[src/rtl/pwm_multi_apb.sv]
// pwm_multi_apb: APB3 slave driving NCH edge-aligned PWM channels from one counter.
// Optional build macro PWM_IRQ_EN adds the registered irq output and CTRL[30].
module pwm_multi_apb #(
  parameter int NCH        = 4,
  parameter int CNT_W      = 24,
  parameter int DEF_PERIOD = 125000
) (
  input  logic             PCLK,
  input  logic             PRESET,
  input  logic             PSEL,
  input  logic             PENABLE,
  input  logic             PWRITE,
  input  logic [31:0]      PADDR,
  input  logic [31:0]      PWDATA,
  output logic [31:0]      PRDATA,
  output logic             PREADY,
  output logic             PSLVERR,
  output logic [NCH-1:0]   pwm_out
`ifdef PWM_IRQ_EN
  ,
  output logic             irq
`endif
);

  localparam logic [CNT_W-1:0] DEF_P = CNT_W'(DEF_PERIOD);

  logic [5:0]       w_idx;
  logic             w_acc;
  logic             w_wr;
  logic             w_mapped;
  logic             w_wr_ctrl;
  logic             w_wr_per;
  logic             w_wr_stat;
  logic             w_wr_pol;
  logic [NCH-1:0]   w_wr_duty;

  logic             r_run;
  logic [NCH-1:0]   r_en;
  logic [NCH-1:0]   r_pol;
  logic             w_irq_en;
  logic [CNT_W-1:0] r_period;
  logic [CNT_W-1:0] r_per_act;
  logic [CNT_W-1:0] r_cnt;
  logic [CNT_W-1:0] w_per_nxt;
  logic [CNT_W-1:0] r_duty     [NCH];
  logic [CNT_W-1:0] r_duty_act [NCH];
  logic [CNT_W-1:0] w_duty_nxt [NCH];
  logic [NCH-1:0]   r_pwm;

  logic             w_wrap;
  logic             w_load;
  logic             r_wrap;
  logic             w_wrap_nxt;
  logic [31:0]      w_cnt32;
  logic [31:0]      w_rdata;
  logic             w_unused;

  assign w_idx     = PADDR[7:2];
  assign w_acc     = PSEL & PENABLE;
  assign w_wr      = w_acc & PWRITE;
  assign w_mapped  = (w_idx < 6'(4 + NCH));
  assign w_wr_ctrl = w_wr && (w_idx == 6'd0);
  assign w_wr_per  = w_wr && (w_idx == 6'd1);
  assign w_wr_stat = w_wr && (w_idx == 6'd2);
  assign w_wr_pol  = w_wr && (w_idx == 6'd3);

  assign w_wrap = r_run && (r_cnt == r_per_act);
  assign w_load = !r_run || w_wrap;

  // A shadow write landing on the load cycle is forwarded into the active copy
  assign w_per_nxt  = w_wr_per ? PWDATA[CNT_W-1:0] : r_period;
  assign w_wrap_nxt = w_wrap | (r_wrap & ~(w_wr_stat & PWDATA[0]));

  always_ff @(posedge PCLK or posedge PRESET) begin
    if (PRESET) begin
      r_run     <= 1'b0;
      r_en      <= '0;
      r_pol     <= '0;
      r_period  <= DEF_P;
      r_per_act <= DEF_P;
      r_cnt     <= '0;
      r_wrap    <= 1'b0;
    end else begin
      if (w_wr_ctrl) begin
        r_run <= PWDATA[31];
        r_en  <= PWDATA[NCH-1:0];
      end
      if (w_wr_per)
        r_period <= PWDATA[CNT_W-1:0];
      if (w_wr_pol)
        r_pol <= PWDATA[NCH-1:0];
      if (!r_run || w_wrap)
        r_cnt <= '0;
      else
        r_cnt <= r_cnt + CNT_W'(1);
      if (w_load)
        r_per_act <= w_per_nxt;
      r_wrap <= w_wrap_nxt;
    end
  end

  for (genvar g = 0; g < NCH; g++) begin : g_ch
    assign w_wr_duty[g]  = w_wr && (w_idx == 6'(4 + g));
    assign w_duty_nxt[g] = w_wr_duty[g] ? PWDATA[CNT_W-1:0]
                                        : r_duty[g];

    always_ff @(posedge PCLK or posedge PRESET) begin
      if (PRESET) begin
        r_duty[g]     <= '0;
        r_duty_act[g] <= '0;
        r_pwm[g]      <= 1'b0;
      end else begin
        if (w_wr_duty[g])
          r_duty[g] <= PWDATA[CNT_W-1:0];
        if (w_load)
          r_duty_act[g] <= w_duty_nxt[g];
        r_pwm[g] <= (r_en[g] & r_run &
                     (r_cnt < r_duty_act[g])) ^ r_pol[g];
      end
    end
  end

`ifdef PWM_IRQ_EN
  logic r_irq_en;
  logic r_irq;

  // irq tracks the flag and enable as they will be after this edge
  always_ff @(posedge PCLK or posedge PRESET) begin
    if (PRESET) begin
      r_irq_en <= 1'b0;
      r_irq    <= 1'b0;
    end else begin
      if (w_wr_ctrl)
        r_irq_en <= PWDATA[30];
      r_irq <= w_wrap_nxt &
               (w_wr_ctrl ? PWDATA[30] : r_irq_en);
    end
  end

  assign w_irq_en = r_irq_en;
  assign irq      = r_irq;
`else
  assign w_irq_en = 1'b0;
`endif

  assign w_cnt32 = 32'(r_cnt);

  always_comb begin
    w_rdata = '0;
    case (w_idx)
      6'd0: w_rdata = {r_run, w_irq_en, 30'(r_en)};
      6'd1: w_rdata = 32'(r_period);
      6'd2: w_rdata = {w_cnt32[23:0], 7'd0, r_wrap};
      6'd3: w_rdata = 32'(r_pol);
      default: begin
        for (int i = 0; i < NCH; i++)
          if (w_idx == 6'(4 + i))
            w_rdata = 32'(r_duty[i]);
      end
    endcase
  end

  assign PRDATA  = w_rdata;
  assign PREADY  = 1'b1;
  assign PSLVERR = w_acc & ~w_mapped;
  assign pwm_out = r_pwm;

  assign w_unused = ^{PADDR[31:8], PADDR[1:0],
                      PWDATA, w_cnt32[31:24]};

endmodule
[config.mk]
export PLATFORM = sky130hd
export DESIGN_NAME = pwm_multi_apb
export DESIGN_NICKNAME = d
export VERILOG_FILES = /design/src/rtl/pwm_multi_apb.sv
export SDC_FILE = /design/constraint.sdc
export NUM_CORES = 1
export LEC_CHECK = 0
export ABC_AREA = 1
export BUFFER_PORTS_ARGS = -buffer_cell sky130_fd_sc_hd__clkbuf_2
export CAP_MARGIN = 15
export CORE_ASPECT_RATIO = 1.25
export CORE_MARGIN = 1
export CORE_UTILIZATION = 45
export CTS_CLUSTER_SIZE = 28
export DETAILED_ROUTE_END_ITERATION = 6
export PLACE_DENSITY_LB_ADDON = 0.08
export SLEW_MARGIN = 40
export SYNTH_ARGS = -nofsm -noshare
export SYNTH_HDL_FRONTEND = slang
export SYNTH_SLANG_ARGS = --single-unit
[constraint.sdc]
create_clock -name PCLK -period 10.9 [get_ports PCLK]
set_input_delay 0.545 -clock PCLK [delete_from_list [all_inputs] [get_ports PCLK]]
set_output_delay 0.545 -clock PCLK [all_outputs]
set_load 0.01 [all_outputs]
; ---- Word-level counts from Yosys, hierarchy flattened
; Index checks and enable logic that the tools add are counted.
[op_classes]
add_sub_neg = 1
magnitude_cmp = 5
n_eq_ne = 8
n_mux = 11
bitwise = 20
n_reduce_logical = 12
[op_table]
columns = op, n
row1 = two-way mux 24 bit, 7
row2 = case mux 32 bit (4 select lines), 1
row3 = < comparator 24 bit, 4
row4 = two-way mux 32 bit, 3
row5 = "adder 24 x 1 -> 24 bit, second input constant", 1
row6 = equality test 24 bit, 1
row7 = "equality test 6 x 3 -> 1 bit, second input constant", 4
row8 = AND 1 bit, 13
row9 = "equality test 6 x 2 -> 1 bit, second input constant", 2
row10 = logical AND 1 bit, 9
row11 = "equality test 6 x 1 -> 1 bit, second input constant", 1
row12 = logical NOT 6 bit, 1
row13 = "< comparator 6 x 4 -> 1 bit, second input constant", 1
row14 = XOR 1 bit, 4
row15 = inverter 1 bit, 2
row16 = logical NOT 1 bit, 1
row17 = logical OR 1 bit, 1
row18 = OR 1 bit, 1
[totals]
ff_bits = 278
in_bits = 69
wordCells = 76

; ---- Logic depth before layout (Yosys ltp)
[depth]
word_depth = 7
mapped_depth = 12
ltp_nobuf = 12

; ---- Worst setup path before layout
; No wires, ideal clock.
[synth_path]
path_type = input to output
start = input PADDR[7]
end = output PRDATA[11]
arrival_ps = 1775
required_time_ps = 10355
setup_slack_ps = 8580
path_stages = 8
path_buffers = 1
path_cell_list = nor2_2 nand2_2 nor2_2 nand2_1 inv_1 buf_4 a22oi_1 nand3_1
[synth_via]
elab_chain_cells = 6
[synth_lines]
columns = item, line
row1 = "start, declared", 13  ; input logic [31:0] PADDR,
row2 = equality test 6 x 3 -> 1 bit, 157  ; if (w_idx == 6'(4 + i))
row3 = two-way mux 24 bit, 157
row4 = two-way mux 32 bit (3 in series), 157
row5 = case mux 32 bit (4 select lines) *, 150  ; case (w_idx)
row6 = "end, declared", 15  ; output logic [31:0] PRDATA,
; Mark *: on every way between the ends. The rest lies on a longest branch, timed or not.

; ---- Worst setup path in the final report
[layout_path]
start = register r_cnt[15]
end = register r_per_act[10]
[layout_via]
elab_chain_cells = 3
[layout_lines]
columns = item, line
row1 = "start, declared", 43  ; logic [CNT_W-1:0] r_cnt;
row2 = "start signal, assigned", 95  ; r_cnt <= r_cnt + CNT_W'(1);
row3 = equality test 24 bit, 67  ; assign w_wrap = r_run && (r_cnt == r_per_act);
row4 = logical AND 1 bit, 67
row5 = logical OR 1 bit, 68  ; assign w_load = !r_run || w_wrap;
row6 = "end signal, assigned", 97  ; r_per_act <= w_per_nxt;
row7 = "end, declared", 42  ; logic [CNT_W-1:0] r_per_act;
; No other way between the ends.
; A chain may end at the register's enable or synchronous reset.

==> metrics.md <==
| Metric | Value |
|---|---|
| Vias in the first global route | `12200` |
| Setup slack, reg-to-reg | `7.04 ns` |
| WP data required | `11.41 ns` |
| CP max FO | `80` |
| Detail Route Antenna Nets | `0` |
| Critical path class | `reg2reg` |
| Worst hold path class | `in2reg` |
| Critical Path AT | `4.37 ns` |
| Synth top area cells | `dfrtp_1, nand2_1, ha_1` |
| Ys async rst share | `100%` |
| Die area | `33600 sq um` |
| Multi-input logic area | `6710 sq um` |
| Post-synth EDFFs | `0` |
| Max incr delay on CP | `0.70 ns` |
| PD cells | `201 nW/um^2` |
| Minimum clock period | `3.86 ns` |
| Sequential area share after synthesis | `47.1%` |
| Max stage delay cell, worst path | `nand2_8` |
| Area delta synth->final | `11.6%` |
| Via count | `12400` |
| Clk Latency, worst-skew pair | `0.57 ns` |
| Post-synth top area share | `44.6%` |
| First-pass iteration count of the detailed router | `5` |
| Peak supply drop | `0.138 mV` |
| Initial antenna violation count | `0` |
| Final setup fails | `0` |
| Fin. Hold Viols | `0` |
| CTS tree | `done` |
| Rows | `73` |
| Leak | `8.67 nW` |
| Synthesized Nets | `2036` |
| Setup crit end kind | `flop` |
| Cell family with most CP delay | `simple AND/OR/NAND/NOR gates` |
| I/O pin total | `107` |
| Drt first-iter violations | `1047` |
| Synthesized cell area | `14800 sq um` |
| Final Cycle Share | `35.4%` |
| Reg2reg end | `r_per_act[10]` |
| Clock Sinks | `278` |
| CTS Buf Count | `30` |
| Residual DRC | `0` |
| # nets final | `2070` |
| Mapped Cells | `1874` |
| Hold Path Origin | `PWDATA[31]` |
| Bufs and invs on worst path | `2` |
| H-tree depth | `1` |
| Hold Path End | `r_run` |
| Fmax | `259 MHz` |
| Area of placed instances | `15400 sq um` |
| Hold-critical path depth | `3` |
| Wire length per cell | `19.5 um` |
| Crit-path cells | `inv_1 > nand2_1 > nand2_1 > nor2_1 > nand2_1 > nor2_1 > nand3_4 > nand2_8 > buf_6 > nand2_1 > nand2_1` |
| Clock-pin slew on the worst setup and hold paths | `0.06 ns` |
| Startpoint types | `flop` |
| Global-route wire length before repair | `71.0 mm` |
| Count leader, synth | `nand2_1` |
| Fin Setup TNS | `0 ns` |
| Synth unique cells | `41` |
| Commonest cells in the netlist | `nand2_1, dfrtp_1, nand3_1, inv_1, nor2_1` |
| Longest Clk Path Bufs | `3` |
| Outcome | `finished, final reports clean` |
| Worst R2R Path Depth | `11` |
| FF+latch area | `6980 sq um` |
| Avg Cell Area, Syn | `7.90 sq um` |
| Gpl congestion | `0.890` |
| Reg-to-reg startpoint | `r_cnt[15]` |
| Total track usage | `28.2%` |
| RSZ-0062 raised after global routing | `no` |
| Clk_skew | `0.00788 ns` |
| Initial core utilization | `46.2%` |
| Die X-Extent | `164 um` |
| Core Box Area | `32100 sq um` |
| Number of synthesized register bits | `278` |
| Post-synth top area cell | `dfrtp_1` |
| Fill count | `3160` |
| Final instance area | `16500 sq um` |
| Share of layout cells above drive strength 1 | `9.01%` |
| Pre-CTS setup slack | `6.83 ns` |
| Port Buffers | `72` |
| CP most frequent cell | `nand2_1` |
| Vias per inst | `5.29` |
| Worst Tran Pin Value | `0.866 ns` |
| Die Y-Extent | `205 um` |
| Yosys warning total | `0` |
| Max-slew headroom | `42.2%` |
| Remaining Overflow, GRT | `0` |
| Commonest register cell after synthesis | `dfrtp_1` |
| Worst Slack Setup Final | `7.04 ns` |
| # diodes | `0` |
| Final Slew Violations | `0` |
| Total of max-cap violations | `0` |
| HPWL Detailed | `28.8 mm` |
| Total routed wirelength | `45.8 mm` |
| Largest net degree at the start of global routing | `142` |
| CTS root buf | `clkbuf_16` |
cell type report:
| type | count | share of cell area [%] |
|---|---|---|
| Clock inverter | 4 | 0.424 |
| Tap cell | 412 | 3.12 |
| Sequential cell | 278 | 42.2 |
| Inverter | 190 | 4.39 |
| Clock buffer | 52 | 5.95 |
| Timing Repair Buffer | 89 | 3.33 |
| Multi-Input combinational cell | 1319 | 40.6 |
tightest hold or removal path, delay by kind of cell:
| kind | cells | cell delay, ns |
|---|---|---|
| buffers and inverters | 1 | 0.09 |
| AND/OR/NAND/NOR | 1 | 0.09 |
| AO/OA/AOI/OAI | 1 | 0.04 |
layout by cell type (no fill, tap or decap), drive strengths merged, types with 2 or more instances in the layout:
master  instances
a21o            2
a21oi          48
a22oi          13
a32oi           2
and3            2
buf            16
bufinv          2
clkbuf        124
clkinv          2
dfrtp         264
dfstp          14
ha             93
inv           190
nand2         616
nand3         207
nand3b          2
nand4          14
nor2          110
nor3           13
o21a            4
o21ai         147
o22ai           2
xnor2           5
xor2           31
per-layer routing:
| metal | share of wire (%) | track usage, % |
|---|---|---|
| met4 | 3.1 | 9.56 |
| met5 | 0 | 0 |
| met1 | 45 | 38.9 |
| met3 | 5.4 | 3.00 |
| met2 | 47 | 45.9 |
registers in the layout (all words and copies together), names as in the netlist:
signal      flops
pwm_out         4
r_cnt          24
r_duty         96
r_duty_act     96
r_en            4
r_per_act      24
r_period       24
r_pol           4
r_run           1
r_wrap          1
kinds of logic (layout without fill, tap and decap cells):
kind of cell             Yosys count  after routing  synth area share (%)
AND/OR/NAND/NOR                  967            967                  27.1
flip-flops                       278            278                  47.1
buffers and inverters            277            335                  7.85
AO/OA/AOI/OAI                    222            222                  7.96
adder cells (fa/ha/maj)           93             93                  7.86
XOR/XNOR                          36             36                  2.13
other                              1              1                0.0253
power breakdown:
| part | leakage (nW) | total [mW] | switching, mW | internal (mW) |
|---|---|---|---|---|
| Combinational | 4.53 | 0.801 | 0.483 | 0.318 |
| Sequential | 3.63 | 1.44 | 0.178 | 1.26 |
| Clock | 0.521 | 1.09 | 0.433 | 0.654 |
| Total | 8.67 | 3.32 | 1.09 | 2.23 |
timing repair:
item | in CTS | in global routing
hold buffers | 0 | 1
resized for setup | 0 | 0
buffers inserted | 0 | 0
endpoints found under the hold margin | 0 | 2
through the flow:
| step | instances | total power [mW] | hold WS (ns) | util [%] |
|---|---|---|---|---|
| floorplan | 1874 | 2.00 | 0.453 | - |
| global placement | 2285 | 2.23 | 0.466 | 48.0 |
| detailed placement | 2285 | 2.25 | 0.486 | 48.1 |
| CTS | 2341 | 3.34 | 0.150 | 51.3 |
| global route | 2344 | 3.54 | 0.278 | 51.6 |
| finish | 2344 | 3.32 | 0.244 | 51.6 |
worst max path at each step:
| stage | start | to | cells past startpoint |
|---|---|---|---|
| final | r_cnt[15] | r_per_act[10] | 11 |
| after global routing | r_cnt[19] | r_per_act[10] | 11 |
| after CTS | r_cnt[19] | r_per_act[10] | 11 |
| after detailed placement | r_cnt[19] | r_per_act[10] | 11 |
| after global placement | r_cnt[5] | r_per_act[10] | 9 |
| after floorplan | PRESET | pwm_out[0] | 1 |
(Power assumes the default switching activity.)
